File: src/rtl/pong_pkg.sv
// Shared Pong definitions: board geometry, match state encodings, winner codes
// and the paddle-miss test used by the match sequencer.
package pong_pkg;

    localparam int c_GAME_WIDTH    = 40;
    localparam int c_GAME_HEIGHT   = 30;
    localparam int c_PADDLE_HEIGHT = 6;

    typedef enum logic [2:0] {
        ST_IDLE       = 3'd0,
        ST_SERVE_WAIT = 3'd1,
        ST_RUNNING    = 3'd2,
        ST_POINT      = 3'd3,
        ST_GAME_OVER  = 3'd4
    } state_e;

    localparam logic [1:0] WIN_NONE = 2'b00;
    localparam logic [1:0] WIN_P1   = 2'b01;
    localparam logic [1:0] WIN_P2   = 2'b10;

    // Bottom paddle row is formed 7 bits wide so a paddle near row 63 cannot wrap.
    function automatic logic paddle_miss(input logic [5:0] ball_y,
                                         input logic [5:0] paddle_top,
                                         input int unsigned paddle_h);
        logic [6:0] top;
        logic [6:0] bottom;
        top    = {1'b0, paddle_top};
        bottom = top + 7'(paddle_h) - 7'd1;
        return ({1'b0, ball_y} < top) || ({1'b0, ball_y} > bottom);
    endfunction

    function automatic logic [3:0] sat_inc(input logic [3:0] score);
        return (score == 4'd15) ? 4'd15 : score + 4'd1;
    endfunction

endpackage

File: src/rtl/pong_edge_det.sv
// One-bit rising-edge detector: a single-cycle pulse per low-to-high transition.
module pong_edge_det (
    input  logic clk_i,
    input  logic rst_n_i,
    input  logic sig_i,
    output logic rise_o
);

    logic prev_q;

    always_ff @(posedge clk_i or negedge rst_n_i) begin
        if (!rst_n_i) prev_q <= 1'b0;
        else          prev_q <= sig_i;
    end

    assign rise_o = sig_i & ~prev_q;

endmodule

File: src/rtl/pong_match_ctrl.sv
// Pong match sequencer: serve timing on frame ticks, miss detection, scoring
// and winner selection. All outputs are registered from the next state.
//   state      | meaning
//   IDLE       | waiting for first start press, ball held at centre
//   SERVE_WAIT | counting frames before releasing the ball
//   RUNNING    | ball in play, watching both goal columns
//   POINT      | one cycle: award the point, check for match end
//   GAME_OVER  | final score and winner shown until next start press
module pong_match_ctrl #(
    parameter int c_GAME_WIDTH    = 40,
    parameter int c_PADDLE_HEIGHT = 6,
    parameter int c_SCORE_LIMIT   = 9,
    parameter int c_SERVE_FRAMES  = 60
) (
    input  logic       i_Clk,
    input  logic       i_Rst_L,
    input  logic       i_VSync,
    input  logic       i_Game_Start,
    input  logic [5:0] i_Ball_X,
    input  logic [5:0] i_Ball_Y,
    input  logic [5:0] i_Paddle_Y_P1,
    input  logic [5:0] i_Paddle_Y_P2,
    output logic       o_Game_Active,
    output logic       o_Ball_Reset,
    output logic       o_Serve_Dir,
    output logic [3:0] o_P1_Score,
    output logic [3:0] o_P2_Score,
    output logic [1:0] o_Winner,
    output logic [2:0] o_State
);

    import pong_pkg::*;

    logic vsync_tick;
    logic start_tick;

    pong_edge_det u_vsync_edge (
        .clk_i   (i_Clk),
        .rst_n_i (i_Rst_L),
        .sig_i   (i_VSync),
        .rise_o  (vsync_tick)
    );

    pong_edge_det u_start_edge (
        .clk_i   (i_Clk),
        .rst_n_i (i_Rst_L),
        .sig_i   (i_Game_Start),
        .rise_o  (start_tick)
    );

    state_e     state_q, state_d;
    logic [7:0] frame_cnt_q, frame_cnt_d;
    logic [3:0] p1_score_q, p1_score_d;
    logic [3:0] p2_score_q, p2_score_d;
    logic       serve_dir_q, serve_dir_d;
    logic [1:0] winner_q, winner_d;
    logic       game_active_q;
    logic       ball_reset_q;

    logic p1_miss;
    logic p2_miss;

    assign p1_miss = (i_Ball_X == 6'd0)
                   && paddle_miss(i_Ball_Y, i_Paddle_Y_P1, c_PADDLE_HEIGHT);
    assign p2_miss = (i_Ball_X == 6'(c_GAME_WIDTH - 1))
                   && paddle_miss(i_Ball_Y, i_Paddle_Y_P2, c_PADDLE_HEIGHT);

    always_comb begin
        state_d     = state_q;
        frame_cnt_d = frame_cnt_q;
        p1_score_d  = p1_score_q;
        p2_score_d  = p2_score_q;
        serve_dir_d = serve_dir_q;
        winner_d    = winner_q;
        case (state_q)
            ST_IDLE: begin
                if (start_tick) begin
                    state_d     = ST_SERVE_WAIT;
                    frame_cnt_d = 8'd0;
                end
            end
            ST_SERVE_WAIT: begin
                if (vsync_tick) begin
                    frame_cnt_d = frame_cnt_q + 8'd1;
                    if (frame_cnt_d == 8'(c_SERVE_FRAMES)) state_d = ST_RUNNING;
                end
            end
            ST_RUNNING: begin
                if (p1_miss) begin
                    serve_dir_d = 1'b0;
                    state_d     = ST_POINT;
                end else if (p2_miss) begin
                    serve_dir_d = 1'b1;
                    state_d     = ST_POINT;
                end
            end
            ST_POINT: begin
                // Serve direction was just pointed at the loser, so it names the earner.
                if (!serve_dir_q) begin
                    p2_score_d = sat_inc(p2_score_q);
                    if (p2_score_d == 4'(c_SCORE_LIMIT)) winner_d = WIN_P2;
                end else begin
                    p1_score_d = sat_inc(p1_score_q);
                    if (p1_score_d == 4'(c_SCORE_LIMIT)) winner_d = WIN_P1;
                end
                if (winner_d != WIN_NONE) begin
                    state_d = ST_GAME_OVER;
                end else begin
                    frame_cnt_d = 8'd0;
                    state_d     = ST_SERVE_WAIT;
                end
            end
            ST_GAME_OVER: begin
                if (start_tick) begin
                    p1_score_d  = 4'd0;
                    p2_score_d  = 4'd0;
                    winner_d    = WIN_NONE;
                    serve_dir_d = 1'b1;
                    frame_cnt_d = 8'd0;
                    state_d     = ST_SERVE_WAIT;
                end
            end
            default: state_d = ST_IDLE;
        endcase
    end

    always_ff @(posedge i_Clk or negedge i_Rst_L) begin
        if (!i_Rst_L) begin
            state_q       <= ST_IDLE;
            frame_cnt_q   <= 8'd0;
            p1_score_q    <= 4'd0;
            p2_score_q    <= 4'd0;
            serve_dir_q   <= 1'b1;
            winner_q      <= WIN_NONE;
            game_active_q <= 1'b0;
            ball_reset_q  <= 1'b1;
        end else begin
            state_q       <= state_d;
            frame_cnt_q   <= frame_cnt_d;
            p1_score_q    <= p1_score_d;
            p2_score_q    <= p2_score_d;
            serve_dir_q   <= serve_dir_d;
            winner_q      <= winner_d;
            game_active_q <= (state_d == ST_RUNNING);
            ball_reset_q  <= (state_d != ST_RUNNING);
        end
    end

    assign o_Game_Active = game_active_q;
    assign o_Ball_Reset  = ball_reset_q;
    assign o_Serve_Dir   = serve_dir_q;
    assign o_P1_Score    = p1_score_q;
    assign o_P2_Score    = p2_score_q;
    assign o_Winner      = winner_q;
    assign o_State       = state_q;

endmodule

File: config.mk
export PLATFORM = sky130hd
export DESIGN_NAME = pong_match_ctrl
export DESIGN_NICKNAME = d
export VERILOG_FILES = /design/src/rtl/pong_pkg.sv /design/src/rtl/pong_edge_det.sv /design/src/rtl/pong_match_ctrl.sv
export SDC_FILE = /design/constraint.sdc
export NUM_CORES = 1
export LEC_CHECK = 0
export CORE_ASPECT_RATIO = 0.75
export CORE_MARGIN = 5
export CORE_UTILIZATION = 48
export CTS_CLUSTER_DIAMETER = 60
export DETAILED_ROUTE_END_ITERATION = 10
export PLACE_DENSITY = 0.78
export SKIP_CTS_REPAIR_TIMING = 1
export SLEW_MARGIN = 30
export SYNTH_ARGS = -nofsm -noshare
export SYNTH_HDL_FRONTEND = slang
export SYNTH_SLANG_ARGS = --single-unit
File: constraint.sdc
create_clock -name i_Clk -period 2.7 [get_ports i_Clk]
set_input_delay 0.81 -clock i_Clk [delete_from_list [all_inputs] [get_ports i_Clk]]
set_output_delay 0.81 -clock i_Clk [all_outputs]
set_load 0.05 [all_outputs]
# ---- Yosys cells after proc, flatten, opt, wreduce, memory -nomap -nowiden
# Index checks and enable logic that the tools add are counted.
dict set report word_totals {
  register_bits 26
  in_bits 28
  elab_cells 88
}
dict set report classes {
  add_sub_neg 7
  n_lt_le_gt_ge 4
  eq_ne 19
  mux 28
  bitwise 4
  n_reduce_logical 16
}
# op count
set ops {}
lappend ops {{two-way mux 8 bit} 3}
lappend ops {{case mux 8 bit (3 select lines)} 1}
lappend ops {{two-way mux 4 bit} 5}
lappend ops {{two-way mux 3 bit} 6}
lappend ops {{equality test 4 bit (second input constant)} 4}
lappend ops {{case mux 4 bit (2 select lines)} 2}
lappend ops {{adder 6 x 3 -> 7 bit (second input constant)} 2}
lappend ops {{> comparator 6 x 7 -> 1 bit} 2}
lappend ops {{subtractor 7 x 1 -> 7 bit (second input constant)} 2}
lappend ops {{< comparator 6 bit} 2}
lappend ops {{case mux 3 bit (4 select lines)} 1}
lappend ops {{two-way mux 2 bit} 5}
lappend ops {{equality test 3 x 2 -> 1 bit (second input constant)} 3}
lappend ops {{AND reduction 3 bit} 3}
lappend ops {{adder 4 x 1 -> 4 bit (second input constant)} 2}
lappend ops {{adder 8 x 1 -> 8 bit (second input constant)} 1}
lappend ops {{equality test 8 x 6 -> 1 bit (second input constant)} 1}
lappend ops {{!= test 2 bit (second input constant)} 4}
lappend ops {{equality test 6 bit (second input constant)} 1}
lappend ops {{zero test 6 bit} 1}
lappend ops {{nonzero test 2 bit} 3}
lappend ops {{!= test 2 x 1 -> 1 bit (second input constant)} 2}
lappend ops {{case mux 2 bit (2 select lines)} 1}
lappend ops {{AND reduction 4 bit} 1}
lappend ops {{other kinds (14)} 20}

# ---- Longest topological paths before layout
dict set report depth {
  depth_word 10
  depth_mapped 10
  ltp_nobuf 10
}

# ---- By module
# Synthesis repeated with hierarchy kept, for this count alone.
dict set report hier_totals {
  hier_cells 255
  hier_area_um2 2243.4
}
# module instances cells_per_inst area_per_inst_um2 seq_area_each_um2
set modules_own_cells {}
lappend modules_own_cells {pong_match_ctrl 1 251 2165.8 603.1}
lappend modules_own_cells {pong_edge_det 2 2 38.8 25.0}

# ---- Worst setup path before layout
# OpenSTA, ideal clock, no wires.
dict set report synth_path {
  path_kind {input port to flip-flop}
  start {input port i_Paddle_Y_P2[0]}
  end {register state_q[0], in the netlist o_State[0]}
  setup_time_ps 131
  arrival_time_ps 2651
  path_slack_ps -82
  path_stages 9
  n_path_buf 0
  cell_sequence {ha_1 o21ai_0 xnor2_1 ha_1 and3_1 a221oi_1 a2bb2oi_1 a21oi_1 or3_1}
}
dict set report synth_between {
  elab_chain_len 8
}
# item line
set synth_rtl {}
lappend synth_rtl {{start, declared} pong_match_ctrl.sv:22} ;# input logic [5:0] i_Paddle_Y_P2,
lappend synth_rtl {{adder 6 x 3 -> 7 bit} pong_pkg.sv:28} ;# bottom = top + 7'(paddle_h) - 7'd1;
lappend synth_rtl {{subtractor 7 x 1 -> 7 bit} pong_pkg.sv:28}
lappend synth_rtl {{> comparator 6 x 7 -> 1 bit} pong_pkg.sv:29} ;# return ({1'b0, ball_y} < top) || ({1'b0, ball_y} > bottom);
lappend synth_rtl {{logical OR 1 bit *} pong_pkg.sv:29}
lappend synth_rtl {{logical AND 1 bit *} pong_match_ctrl.sv:66} ;# && paddle_miss(i_Ball_Y, i_Paddle_Y_P2, c_PADDLE_HEIGHT);
lappend synth_rtl {{two-way mux 3 bit *} pong_match_ctrl.sv:92} ;# end else if (p2_miss) begin
lappend synth_rtl {{two-way mux 3 bit *} pong_match_ctrl.sv:89} ;# if (p1_miss) begin
lappend synth_rtl {{case mux 3 bit (4 select lines) *} pong_match_ctrl.sv:75} ;# case (state_q)
lappend synth_rtl {{via state_d[0]} pong_match_ctrl.sv:51} ;# state_e state_q, state_d;
lappend synth_rtl {{end signal, assigned} pong_match_ctrl.sv:138} ;# state_q <= state_d;
lappend synth_rtl {{end, declared} pong_match_ctrl.sv:51}
# The timed path passes the listed nets; every way through them passes the cells marked *.
# A chain may end at the register's enable or synchronous reset.

# ---- Final worst setup path
dict set report layout_path {
  start {input port i_Paddle_Y_P2[1]}
  end {register state_q[0], in the netlist o_State[0]}
}
# Same word-level chain as after synthesis.

==> results.md <==
* Part of the power in the clock network at 28.1%
* Total Wirelength at 5.853 mm
* Maximum number of pins on one net before global-route repair at 27
* Root buffer cell: clkbuf_8
* Synthesized area divided by synthesized cell count at 8.843 sq um
* Leading register cell type out of synthesis: dfrtp_1
* Switching share of power at 30.07%
* CP required at 2.87 ns
* Post-route minimum period at 2.663 ns
* Slew headroom at 48.60%
* Number of DRC markers after the initial detailed-route iteration at 143
* HPWL after detailed placement at 4.531 mm
* Num CTS Buffers at 3
* Count of nets left with antenna violations after detail routing at 0
* Part of the power in registers at 40.0%
* Max Clock Freq at 0.3755 GHz
* Flop and latch count out of synthesis at 26
* Dominant cell by count in the synthesized netlist: ha_1
* Worst vdd rail ir drop at 0.0002798 V
* Endpoints failing setup at 0
* Sequential fraction of the synthesis area at 29.54%
* Number of input and output port buffers inserted at 43
* Terminus of the critical flop-to-flop path: frame_cnt_q[4]
* Startpoint types: input port
* Number of sinks handled by clock tree synthesis at 26
* Worst Reg2Reg Path Length in Cells at 8
* Mean number of vias per cell at 5.634
* Register-to-register setup slack at 0.45 ns
* Synth top cells by count: ha_1, inv_1, dfrtp_1, o21ai_0, nor2_1
* Overall track demand over capacity in global routing at 19.19%
* Source of the worst hold timing path: frame_cnt_q[0]
* Post-placement setup slack at -0.6228 ns
* Leak at 1.462 nW
* Number of nets in the synthesized netlist at 309
* Worst reg2reg path startpoint: o_P2_Score[0]
* Buffer and inverter count on the worst path at 1
* Start-to-end type of the worst setup path: in2reg
* Max-slew violation count at 0
* Height of the die at 68.78 um
* Maximum capacitance violations at 0
* Signed area change from the synthesized netlist to the final layout at 41.37%
* EDFF count, synth at 0
* Global-route congestion overflow total at 0
* Share of total power in combinational logic at 31.9%
* Data arrival time of the critical path at 2.83 ns
* Post-detailed-route wirelength per cell at 15.40 um
* Inserted Diodes at 0
* Count of final hold-check violations at 0
* 1st-pass router iterations at 4
* H-tree Lvls at 1
* Post-Synthesis Cell Area at 2211 sq um
* Vias in the first global route at 2,045
* Remaining DRCs at 0
* Area contributors post-synth: dfrtp_1, ha_1, inv_1, o21ai_0, a21oi_1
* Cell type with the highest aggregate area in the netlist: dfrtp_1
* Final clock period utilization by the worst path at 98.63%
* Yosys Warn Count at 0
* Power Dens Cells at 364.1 nW/um^2
* Starting utilization of the core area at 49.50%
* Cell repeated most along the worst path: a21oi_2
* Number of vias after detailed routing at 2,141
* Routability congestion estimate at 0.8520
* Sequence of cells on the critical path: clkbuf_2 -> ha_4 -> xor2_1 -> ha_1 -> a21oi_2 -> o21ai_2 -> a221oi_4 -> a2bb2oi_2 -> a21oi_2 -> or3_1
* Result of the run: complete, no violations
* Largest delay share family, worst path: compound AO/OA/AOI/OAI gates
* Final Worst Setup Slack at 0.03693 ns
* Internal power at 0.0007958 W
* Hold_ws at 0.5349 ns
* Global-route wire length before repair at 9.266 mm
* Cell type of the slowest stage on the worst timing path: ha_1
* Number of cells on the worst hold path at 1
* Core region area at 4467 sq um
* Worst-case clock skew at 0.01596 ns
* Worst-path maximum fanout at 3
* Element type at the critical path end: flop
* Site Rows at 21
* Post-Synthesis Cells at 250
* Fraction of registers with async set or reset after synthesis at 100.0%
* Die Footprint at 6077 sq um
* Post-synth cell types at 53
* Bufs on Longest Clock Path at 2
* Worst slew pin tran at 0.7629 ns
* Hold Crit Class: reg2reg
* Clock tree from TritonCTS: yes
* Layout Nets at 383
* Count of pins on the block boundary at 44
* Die width at 88.37 um
* Antenna violations before repair at 0
* Worst min-delay path endpoint: frame_cnt_q[0]
* Clock Pin Slew Worst Setup and Hold Paths at 0.10 ns
* Switching component of the power at 0.0003421 W
* Largest incremental delay on the critical path at 0.35 ns
* Top-area cell type share of the netlist area at 27.16%
* Ratio of cells with drive above 1 in the final layout at 21.98%
* Clock latency on the worst-skew pair at 0.28 ns
==> stage by stage <==
stage,TNS (ns),instance area [sq um],cells,util (%),power (W)
final,0,3126,380,69.97,0.001138
after global routing,-0.03505,3126,380,69.97,0.001211
after CTS,-0.9750,2969,378,66.47,0.001108
after detailed placement,-2.473,2898,374,64.87,0.0007870
after global placement,-2.236,2898,374,64.87,0.0007717
after floorplan,0,2227,250,-,0.0006439
==> worst max-delay path by stage <==
stage | slack (ns) | cells past startpoint | start | end
floorplan | 0.006 | 10 | i_Paddle_Y_P1[0] | o_State[0]
global placement | -0.55 | 10 | i_Paddle_Y_P2[0] | o_State[0]
detailed placement | -0.62 | 10 | i_Paddle_Y_P2[1] | o_State[0]
CTS | -0.33 | 10 | i_Paddle_Y_P2[1] | o_State[0]
global route | -0.04 | 10 | i_Paddle_Y_P2[1] | o_State[0]
finish | 0.04 | 10 | i_Paddle_Y_P2[1] | o_State[0]
==> flip-flops by register name, indices dropped and copies added, names as in the netlist <==
register,cells
o_Ball_Reset,1
o_Serve_Dir,1
o_P2_Score,4
o_P1_Score,4
o_Game_Active,1
u_start_edge.prev_q,1
frame_cnt_q,8
o_Winner,2
u_vsync_edge.prev_q,1
o_State,3
==> final cells by class <==
class | instances | area [sq um]
Multi-Input combinational cell | 195 | 1569
Tap cell | 57 | 71.32
Inverter | 26 | 97.59
Clock inverter | 1 | 30.03
Timing Repair Buffer | 72 | 663.1
Sequential cell | 26 | 653.1
Clock buffer | 3 | 41.29
Fill cell | 337 | 1341
==> layer usage <==
metal	routed length, um	up-vias	global-route usage, %
met4	48	0	1.698
met1	2780	1037	27.33
met2	2840	37	32.37
met3	183	6	2.613
met5	0	-	0
li1	-	1061	-
==> placed cells by master (no fill, tap or decap), types with 5 or more instances in the layout <==
master           synthesis  layout
dfrtp_1                 24      24
nand2_1                 16      15
nand3_1                 10       9
buf_4                    0      29
inv_1                   26      25
o21ai_0                 18      15
a21oi_1                 14       9
ha_1                    31      29
o31ai_1                  6       5
xnor2_1                  7       7
nand2b_1                 6       6
nor2b_1                  6       6
nor2_1                  17      15
clkdlybuf4s50_1          0      31
dlymetal6s2s_1           0      10
==> logic make-up after synthesis <==
logic type      Yosys count  synth area share (%)
compound gates           71                 22.69
flops                    26                 29.54
simple gates             83                 20.26
mux                       1                0.4528
fa+ha+maj                31                 17.54
xor+xnor                  9                 3.566
buf+inv                  29                 5.942
==> power by group through the flow <==
stage                     logic (W)  registers [W]  clock network (W)
after floorplan            0.000181       0.000463                  0
after global placement     0.000312       0.000460                  0
after detailed placement   0.000325       0.000462                  0
after CTS                  0.000327       0.000455           0.000327
after global routing       0.000405       0.000460           0.000345
final                      0.000363       0.000455           0.000320
Note: power is estimated with default switching activity, not from simulation.
